**config.mk**
```make
export PLATFORM = sky130hd
export DESIGN_NAME = mem_stack_flat
export DESIGN_NICKNAME = d
export VERILOG_FILES = /design/src/rtl/mem_stack_pkg.sv /design/src/rtl/mem_stack_if.sv /design/src/rtl/mem_stack_mem.sv /design/src/rtl/mem_stack.sv /design/src/flat_wrapper.sv
export SDC_FILE = /design/constraint.sdc
export NUM_CORES = 1
export LEC_CHECK = 0
export BUFFER_PORTS_ARGS = -buffer_cell sky130_fd_sc_hd__buf_4
export CAP_MARGIN = 5
export CORE_MARGIN = 2
export CORE_UTILIZATION = 48
export CTS_CLUSTER_SIZE = 10
export DETAILED_ROUTE_END_ITERATION = 8
export GPL_TIMING_DRIVEN = 0
export PLACE_DENSITY = 0.63
export SETUP_SLACK_MARGIN = 0.4
export SYNTH_ARGS = -nofsm -noshare
export SYNTH_HDL_FRONTEND = slang
export SYNTH_SLANG_ARGS = --single-unit
export TNS_END_PERCENT = 5
```
**constraint.sdc**
```tcl
create_clock -name CLK -period 4 [get_ports CLK]
set_input_delay 0.4 -clock CLK [delete_from_list [all_inputs] [get_ports CLK]]
set_output_delay 0.4 -clock CLK [all_outputs]
set_load 0.005 [all_outputs]
```
**src/rtl/mem_stack_pkg.sv**
```systemverilog
// Shared constants for the MEM side-bus stack peripherals: slot indices,
// stack operation encodings and the operation decoder.
package mem_stack_pkg;

    // MEM slot indices
    localparam int MEM_STATUS    = 0;
    localparam int MEM_ADDRSTACK = 1;
    localparam int MEM_USERSTACK = 2;
    localparam int MEM_UART      = 3;
    localparam int MEM_GPIO      = 4;
    localparam int MEM_GPIODIR   = 5;

    // Default stack geometry
    localparam int STACK_DEPTH = 64;
    localparam int STACK_WIDTH = 16;

    // Stack operation encodings
    typedef enum logic [1:0] {
        OP_NONE = 2'd0,
        OP_PUSH = 2'd1,
        OP_POP  = 2'd2,
        OP_REPL = 2'd3
    } stackOp_e;

    // Write alone pushes, read alone pops, both together replace the top.
    function automatic stackOp_e decodeOp(input logic write, input logic read);
        case ({write, read})
            2'b10:   return OP_PUSH;
            2'b01:   return OP_POP;
            2'b11:   return OP_REPL;
            default: return OP_NONE;
        endcase
    endfunction

endpackage

```
**src/rtl/mem_stack_if.sv**
```systemverilog
// Bus bundle between the MEM decode/read-mux side (master) and a stack
// peripheral (slave).
interface mem_stack_if #(
    parameter int WIDTH = 16,
    parameter int AW    = 6
) ();
    logic             sel;
    logic             write;
    logic             read;
    logic             clr;
    logic [WIDTH-1:0] din;
    logic [WIDTH-1:0] dout;
    logic [AW:0]      count;
    logic             empty;
    logic             full;
    logic             overflow;
    logic             underflow;

    modport master (
        output sel, write, read, clr, din,
        input  dout, count, empty, full, overflow, underflow
    );

    modport slave (
        input  sel, write, read, clr, din,
        output dout, count, empty, full, overflow, underflow
    );
endinterface

```
**src/rtl/mem_stack_mem.sv**
```systemverilog
// Stack storage below the top entry: DEPTH x WIDTH, synchronous write port,
// asynchronous read port (maps to distributed RAM). Contents are not reset.
module stack_mem #(
    parameter int WIDTH = 16,
    parameter int DEPTH = 64,
    parameter int AW    = 6
) (
    input  logic             CLK,
    input  logic             we,
    input  logic [AW-1:0]    waddr,
    input  logic [WIDTH-1:0] wdata,
    input  logic [AW-1:0]    raddr,
    output logic [WIDTH-1:0] rdata
);
    logic [WIDTH-1:0] mem [DEPTH];

    // Write port: one entry per cycle when enabled
    always_ff @(posedge CLK) begin
        if (we) begin
            mem[waddr] <= wdata;
        end
    end

    assign rdata = mem[raddr];
endmodule

```
**src/rtl/mem_stack.sv**
```systemverilog
// Memory-mapped LIFO on the MEM side-bus. Bus writes push, read strobes pop,
// both together replace the top. The top entry lives in a register so dout is
// registered; deeper entries live in stack_mem at [0..count-2].
module mem_stack
    import mem_stack_pkg::*;
#(
    parameter int WIDTH = 16,
    parameter int DEPTH = 64,
    parameter int AW    = $clog2(DEPTH)
) (
    input logic         CLK,
    input logic         RST,
    mem_stack_if.slave  bus
);
    localparam logic [AW:0] CNT_ONE  = (AW+1)'(1);
    localparam logic [AW:0] CNT_FULL = (AW+1)'(DEPTH);

    logic [WIDTH-1:0] topQ;
    logic [AW:0]      countQ;
    logic             ovfQ;
    logic             unfQ;

    stackOp_e         op;
    logic             isEmpty;
    logic             isFull;
    logic             memWe;
    logic [AW-1:0]    memWaddr;
    logic [AW-1:0]    memRaddr;
    logic [WIDTH-1:0] memRdata;

    assign op      = decodeOp(bus.write, bus.read);
    assign isEmpty = (countQ == '0);
    assign isFull  = (countQ == CNT_FULL);

    // Only a real push onto a non-empty stack spills the old top into the
    // array; a replace or a push onto an empty stack touches topQ alone.
    // Low AW bits wrap correctly for count==DEPTH (index DEPTH-1).
    assign memWe    = bus.sel && !bus.clr && (op == OP_PUSH) && !isFull && !isEmpty;
    assign memWaddr = countQ[AW-1:0] - AW'(1);
    assign memRaddr = countQ[AW-1:0] - AW'(2);

    stack_mem #(
        .WIDTH (WIDTH),
        .DEPTH (DEPTH),
        .AW    (AW)
    ) uMem (
        .CLK   (CLK),
        .we    (memWe),
        .waddr (memWaddr),
        .wdata (topQ),
        .raddr (memRaddr),
        .rdata (memRdata)
    );

    // Top-of-stack, occupancy and sticky flags; clr beats any push/pop
    always_ff @(posedge CLK or posedge RST) begin
        if (RST) begin
            topQ   <= '0;
            countQ <= '0;
            ovfQ   <= 1'b0;
            unfQ   <= 1'b0;
        end else if (bus.sel) begin
            if (bus.clr) begin
                topQ   <= '0;
                countQ <= '0;
                ovfQ   <= 1'b0;
                unfQ   <= 1'b0;
            end else begin
                case (op)
                    OP_PUSH: begin
                        if (isFull) begin
                            ovfQ <= 1'b1;
                        end else begin
                            topQ   <= bus.din;
                            countQ <= countQ + CNT_ONE;
                        end
                    end
                    OP_REPL: begin
                        // On an empty stack a replace degenerates to a push
                        topQ <= bus.din;
                        if (isEmpty) begin
                            countQ <= CNT_ONE;
                        end
                    end
                    OP_POP: begin
                        if (isEmpty) begin
                            unfQ <= 1'b1;
                        end else if (countQ == CNT_ONE) begin
                            topQ   <= '0;
                            countQ <= '0;
                        end else begin
                            topQ   <= memRdata;
                            countQ <= countQ - CNT_ONE;
                        end
                    end
                    default: ;
                endcase
            end
        end
    end

    assign bus.dout      = topQ;
    assign bus.count     = countQ;
    assign bus.empty     = isEmpty;
    assign bus.full      = isFull;
    assign bus.overflow  = ovfQ;
    assign bus.underflow = unfQ;
endmodule

```
**src/flat_wrapper.sv**
```systemverilog
// flat-port wrapper written by rule: the top's interface ports become plain ports
module mem_stack_flat import mem_stack_pkg::*;
#(
    parameter int WIDTH = 16,
    parameter int DEPTH = 64,
    parameter int AW    = $clog2(DEPTH)
)
  (CLK, RST, bus_sel, bus_write, bus_read, bus_clr, bus_din, bus_dout, bus_count, bus_empty, bus_full, bus_overflow, bus_underflow);
  mem_stack_if #(.WIDTH(WIDTH), .AW(AW)) bus_i ();
  input logic CLK;
  input logic RST;
  input wire logic [$bits(bus_i.sel)-1:0] bus_sel;
  input wire logic [$bits(bus_i.write)-1:0] bus_write;
  input wire logic [$bits(bus_i.read)-1:0] bus_read;
  input wire logic [$bits(bus_i.clr)-1:0] bus_clr;
  input wire logic [$bits(bus_i.din)-1:0] bus_din;
  output wire logic [$bits(bus_i.dout)-1:0] bus_dout;
  output wire logic [$bits(bus_i.count)-1:0] bus_count;
  output wire logic [$bits(bus_i.empty)-1:0] bus_empty;
  output wire logic [$bits(bus_i.full)-1:0] bus_full;
  output wire logic [$bits(bus_i.overflow)-1:0] bus_overflow;
  output wire logic [$bits(bus_i.underflow)-1:0] bus_underflow;
  assign bus_i.sel = bus_sel;
  assign bus_i.write = bus_write;
  assign bus_i.read = bus_read;
  assign bus_i.clr = bus_clr;
  assign bus_i.din = bus_din;
  assign bus_dout = bus_i.dout;
  assign bus_count = bus_i.count;
  assign bus_empty = bus_i.empty;
  assign bus_full = bus_i.full;
  assign bus_overflow = bus_i.overflow;
  assign bus_underflow = bus_i.underflow;
  mem_stack #(.WIDTH(WIDTH), .DEPTH(DEPTH), .AW(AW)) u_core (.CLK(CLK), .RST(RST), .bus(bus_i));
endmodule
```
Yosys cells after proc, flatten, opt, wreduce, memory -nomap -nowiden --
Memory sizes are Yosys's and may differ from the RTL's. Index checks and enable logic that the tools add are counted.
Word-level totals: register bits 25, memory bits (writable) 1024, logic and storage cells 57, memories 1
Memories:
- u_core.uMem.mem | words 64, width 16, rd ports 1, clocked after memory_dff 0, wr ports 1, line mem_stack_mem.sv:15 | logic [WIDTH-1:0] mem [DEPTH];
Operators by class: $add $sub $neg 4, equality and inequality tests 11, mux-type cells 20, reductions and logical operators 17
Operators by type and width (count):
- $mux W16 | 4
- $pmux W16 S3 | 1
- $mux W7 | 5
- $pmux W7 S3 | 1
- $eq A2 B2 Y1 const B | 4
- $mux W1 | 8
- $reduce_bool A2 Y1 | 4
- $add A7 B1 Y7 const B | 1
- $eq A7 B1 Y1 const B | 1
- $eq A7 B7 Y1 const B | 1
- $logic_not A7 Y1 | 1
- $sub A7 B1 Y7 const B | 1
- $ne A3 B3 Y1 const B | 2
- $pmux W2 S3 | 1
- $reduce_and A3 Y1 | 2
- $sub A6 B1 Y6 const B | 1
- $sub A6 B2 Y6 const B | 1
- $reduce_and A5 Y1 | 1
- $eq A2 B1 Y1 const B | 2
- $logic_and A1 B1 Y1 | 4
- $reduce_and A4 Y1 | 1
- $reduce_bool A4 Y1 | 1
- $logic_not A1 Y1 | 3
- $ne A3 B2 Y1 const B | 1

Longest topological paths before layout --
word-level depth 8, depth in mapped cells 15, mapped depth without buffers 8

Cells and area by module --
Synthesis repeated with hierarchy kept, for this count alone.
Second synthesis, totals: cells, all modules 2004, area total of the unflattened synthesis 41385.9 µm²
Modules (own cells, without submodules):
- stack_mem | times used 1, cells each 1813, area an instance 39721.8 µm², seq. area each 30749.5 µm²
- mem_stack | times used 1, cells each 191, area an instance 1664.1 µm², seq. area each 625.6 µm²

Least setup slack after synthesis --
No wires, ideal clock.
kind register to register, start reg u_core.countQ[1], in the netlist u_core.bus.count[1], end mem u_core.uMem.mem[44][0], enable pin, setup time 389 ps, arrival 3290 ps, data required time 3611 ps, path slack 321 ps, stages on the path, launching flop included 14, buffers on the path 5, cell sequence dfrtp_1 > buf_6 > buf_8 > buf_8 > inv_2 > buf_2 > ha_1 > clkbuf_1 > inv_1 > nor3_1 > xnor2_1 > nor2b_1 > nand2_1 > nor2_1
Between the ends: cells in the longest elaborated chain, start to end 6, elaborated cells between the ends (all ways) 9, classes of those cells 1 x add/sub; 1 x eq/ne; 2 x mux; 5 x reduce/logical
RTL lines:
- start: declaration | line mem_stack.sv:19 | logic [AW:0] countQ;
- start signal: assignment | line mem_stack.sv:75 | countQ <= countQ + CNT_ONE;
- start signal: assignment | line mem_stack.sv:93 | countQ <= countQ - CNT_ONE;
- $eq A7 B7 Y1 | line mem_stack.sv:33 | assign isFull = (countQ == CNT_FULL);
- $logic_not A1 Y1 | line mem_stack.sv:38 | assign memWe = bus.sel && !bus.clr && (op == OP_PUSH) && !isFull && !isEmpty;
- $logic_and A1 B1 Y1 (2 in series) | line mem_stack.sv:38
- $mux W1 | line mem_stack_mem.sv:19 | if (we) begin
- $mux W1 (not written as such) | line mem_stack_mem.sv:20 | mem[waddr] <= wdata;
- end: declaration | line mem_stack_mem.sv:15
Several ways; a longest one is shown, not always the timed one.

Final worst setup path --
start reg u_core.countQ[1], in the netlist u_core.bus.count[1], end reg u_core.topQ[8], in the netlist u_core.bus.dout[8]
Between the ends: cells in the longest elaborated chain, start to end 6, elaborated cells between the ends (all ways) 12, classes of those cells 1 x add/sub; 4 x eq/ne; 4 x mux; 2 x reduce/logical; 1 x memory
RTL lines:
- $sub A6 B2 Y6 | line mem_stack.sv:40 | assign memRaddr = countQ[AW-1:0] - AW'(2);
- $mem_v2 Z64 W16
- $mux W16 | line mem_stack.sv:88 | end else if (countQ == CNT_ONE) begin
- $mux W16 | line mem_stack.sv:86 | if (isEmpty) begin
- $pmux W16 S3 | line mem_stack.sv:69 | case (op)
- $mux W16 | line mem_stack.sv:63 | if (bus.clr) begin
- end signal: assignment | line mem_stack.sv:74 | topQ <= bus.din;
- end signal: assignment | line mem_stack.sv:80 | topQ <= bus.din;
- end signal: assignment | line mem_stack.sv:92 | topQ <= memRdata;
- end: declaration | line mem_stack.sv:18 | logic [WIDTH-1:0] topQ;
Several ways; a longest one is shown, not always the timed one. The select of a mux whose other input is x is not followed. A chain may end at the register's enable or synchronous reset.

==> results.ini <==
[route]
ant_nets = 0
drtIter0Drc = 3230
dr.pass1.iters = 6
wl_um = 113000
vias_per_cell = 6.27
vias = 22894
wire_per_inst_um = 30.9
drc = 0

[logic_synthesis]
synth-main-ff-cell = edfxtp_1
ys_seq_area_share_pct = 75.8
synth.distinct_cells = 56
async_flop_share_pct = 2.38
syn_area_um2 = 41400
yosysTopAreaCellShare_pct = 74.2
synth-edff-count = 1024
synth_warnings = 0
syn_avg_cell_area_um2 = 19.4
synth_area_leader_cell = edfxtp_1
post-synth-top-count-cell = edfxtp_1
synth-seq-cells = 1049
yosys-top-cells-area = edfxtp_1, mux4_2, mux2i_1
synth_cells = 2136
syn_nets = 2164
yosys-top-cells-count = edfxtp_1, mux2i_1, mux4_2, nand2_1, a22oi_1

[floorplan]
die_h_um = 298
placementRows = 107
fp.dieW_um = 298
coreArea_um2 = 85300
io_pins = 49
dieArea_um2 = 88600
initial_utilization_pct = 48.6

[clock_network]
h-tree-depth = 3
numCtsBuffers = 115
clock_latency_ns = 0.71
cts_tree = built
clockBufferDepth = 3
clock-sinks = 1049
path_clk_slew_ns = 0.06
cts_root_buffer = clkbuf_16

[power_and_ir_drop]
ir_drop_mv = 0.574
power.density_nw_per_um2 = 717
finalPower_mw = 35.8
leakagePower_nw = 16.0

[global_route]
grt_max_degree = 51
grt_pass1_vias = 22439
grt_usage_pct = 25.3
grt_pass1_wl_um = 160000
antenna_found_initial = 1
grt-ovfl-total = 0

[placed_design]
dp_hpwl_um = 74600
dpl.cell_count = 3395
numPortBuffers = 47
place_ws_ns = -1.26
gp_congestion = 0.977

[timing]
max_freq_mhz = 275
setup_viol = 0
fin_ws_ns = 0.369
hold_viol_final = 0
relSlewSlack_pct = 25.4
hold_slack_ns = 0.0595
fin_skew_ns = 0.0388
tns_ns = 0
rsz0062_at_grt = true
worst_slew_pin_slew_ns = 1.12
period_share_pct = 90.8
drv_slew = 0
finalCriticalPeriod_ns = 3.63

[cells_and_area]
fin_nets = 2474
stdcell_count = 3652
drive_above_1_share_pct = 32.1
fillers = 6116
syn_to_final_growth_pct = 20.6

[hold_path]
hp-class = in -> reg

[worst_setup_path]
cpPeakStageDelay_ns = 0.39
crit_path_start_kind = register
timing.critical_path.buf_inv = 8
worstSetupPathType = reg -> reg
worstPathArrival_ns = 4.24
cp_slowest_cell = dfrtp_2
cp-end-kind = register
required_ns = 4.61
cpLargestDelayFamily = buffers and inverters
critPathMaxFanout = 13
worstPathCellList = buf_8 -> buf_12 -> buf_8 -> inv_6 -> buf_6 -> ha_1 -> buf_8 -> buf_6 -> buf_6 -> mux2i_1 -> a22oi_1 -> nand2_1 -> a32oi_1 -> nand3_1 -> a41oi_2

[job]
maxCapViolations = 0

[run_status]
status = complete, no violations

[state kept, by name, summed over array words and instances, names as in the netlist]
signal                cells
u_core.bus.count          7
u_core.bus.dout          16
u_core.bus.overflow       1
u_core.bus.underflow      1
u_core.uMem.mem        1024
[routing by layer]
layer  share of wire [%]  track usage [%]  up-vias
met5                   0                0        -
met4                 3.7             9.75        0
met3                  10             5.33      238
met2                  45             37.5     1456
met1                  40             37.1    11881
li1                    -                -     9319
[worst min-delay path, stage by stage]
cell and delay [ns]:
buf_4 0.13, nand2_1 0.08, a41oi_2 0.11
[through the flow]
stage	instance area [um2]	utilization, %
after floorplan	41400	-
after global placement	43200	50.7
after CTS	49600	58.2
after global routing	49900	58.6
final	49900	58.6
after detailed placement	44400	52.1
[path summary, 6_finish.rpt]
check,from,end,slack (ns),cells after the start
max in group asynchronous,RST,u_core.bus.dout[5],2.68,3
min in group asynchronous,RST,u_core.bus.underflow,0.55,3
setup reg to reg,u_core.bus.count[1],u_core.bus.dout[8],0.37,15
setup / recovery,u_core.bus.count[1],u_core.bus.dout[8],0.37,15
hold reg to reg,u_core.bus.underflow,u_core.bus.underflow,0.55,2
hold / removal,bus_din[2],u_core.bus.dout[2],0.06,3
[repair_timing]
action,in CTS,in global routing
cloned,1,0
resized for setup,230,72
pin swaps,48,14
setup endpoints to repair,1049,1024
buffers inserted,70,5
hold buffers,2,0
endpoints found under the hold margin,27,0
[where the power goes]
part	total (mW)	switching [mW]	internal [mW]
logic	12.7	8.04	4.62
clock network	9.32	4.05	5.27
registers	13.8	0.643	13.2
[cell usage in the layout (no fill, tap or decap), types with 6 or more instances in the layout]
cell / synthesis / layout
dfrtp_2: 0 / 18
a21oi_2: 0 / 12
mux2i_2: 0 / 7
clkbuf_1: 22 / 66
mux4_2: 164 / 164
buf_6: 21 / 42
buf_8: 4 / 57
nand3_1: 29 / 18
nand2_2: 0 / 8
buf_2: 53 / 25
ha_1: 6 / 6
nor2b_1: 9 / 7
dfrtp_1: 25 / 7
a21oi_1: 29 / 15
edfxtp_1: 1024 / 1024
and2_1: 20 / 19
a31oi_1: 38 / 36
nand2_4: 0 / 11
a32oi_2: 0 / 9
clkbuf_16: 0 / 115
a22oi_2: 0 / 15
nor2_4: 0 / 56
a41oi_2: 7 / 7
inv_1: 6 / 6
buf_12: 1 / 53
a221oi_2: 9 / 8
buf_4: 11 / 102
a211oi_2: 0 / 9
a32oi_1: 23 / 14
nor2_2: 6 / 18
clkbuf_2: 0 / 6
nor2_1: 91 / 24
mux2i_1: 201 / 191
nand3_2: 0 / 7
a22oi_1: 101 / 86
buf_1: 9 / 7
nand2_1: 157 / 137
[cell type report]
class                           count  area (um2)  area share, %
Timing Repair Buffer              192        2400           4.80
Clock buffer                      168        3090           6.18
Sequential cell                  1049       31400           62.9
Tap cell                         1144        1430           2.87
Inverter                            8        37.5         0.0752
Buffer                            121        1060           2.12
Antenna cell                        2        5.00         0.0100
Multi-Input combinational cell    959       10400           20.8
Clock inverter                      9         134          0.268
[logic make-up (layout without fill, tap and decap cells)]
logic type      count (synthesis)  after routing  share of synthesized area [%]
mux                           366            366                           13.8
compound gates                249            249                           4.66
other cells                     0              2                              0
flops                        1049           1049                           75.8
fa+ha+maj                       6              6                          0.181
buf+inv                       129            498                           1.96
xor+xnor                        9              9                          0.190
simple gates                  328            329                           3.45
Note: power is estimated with default switching activity, not from simulation.
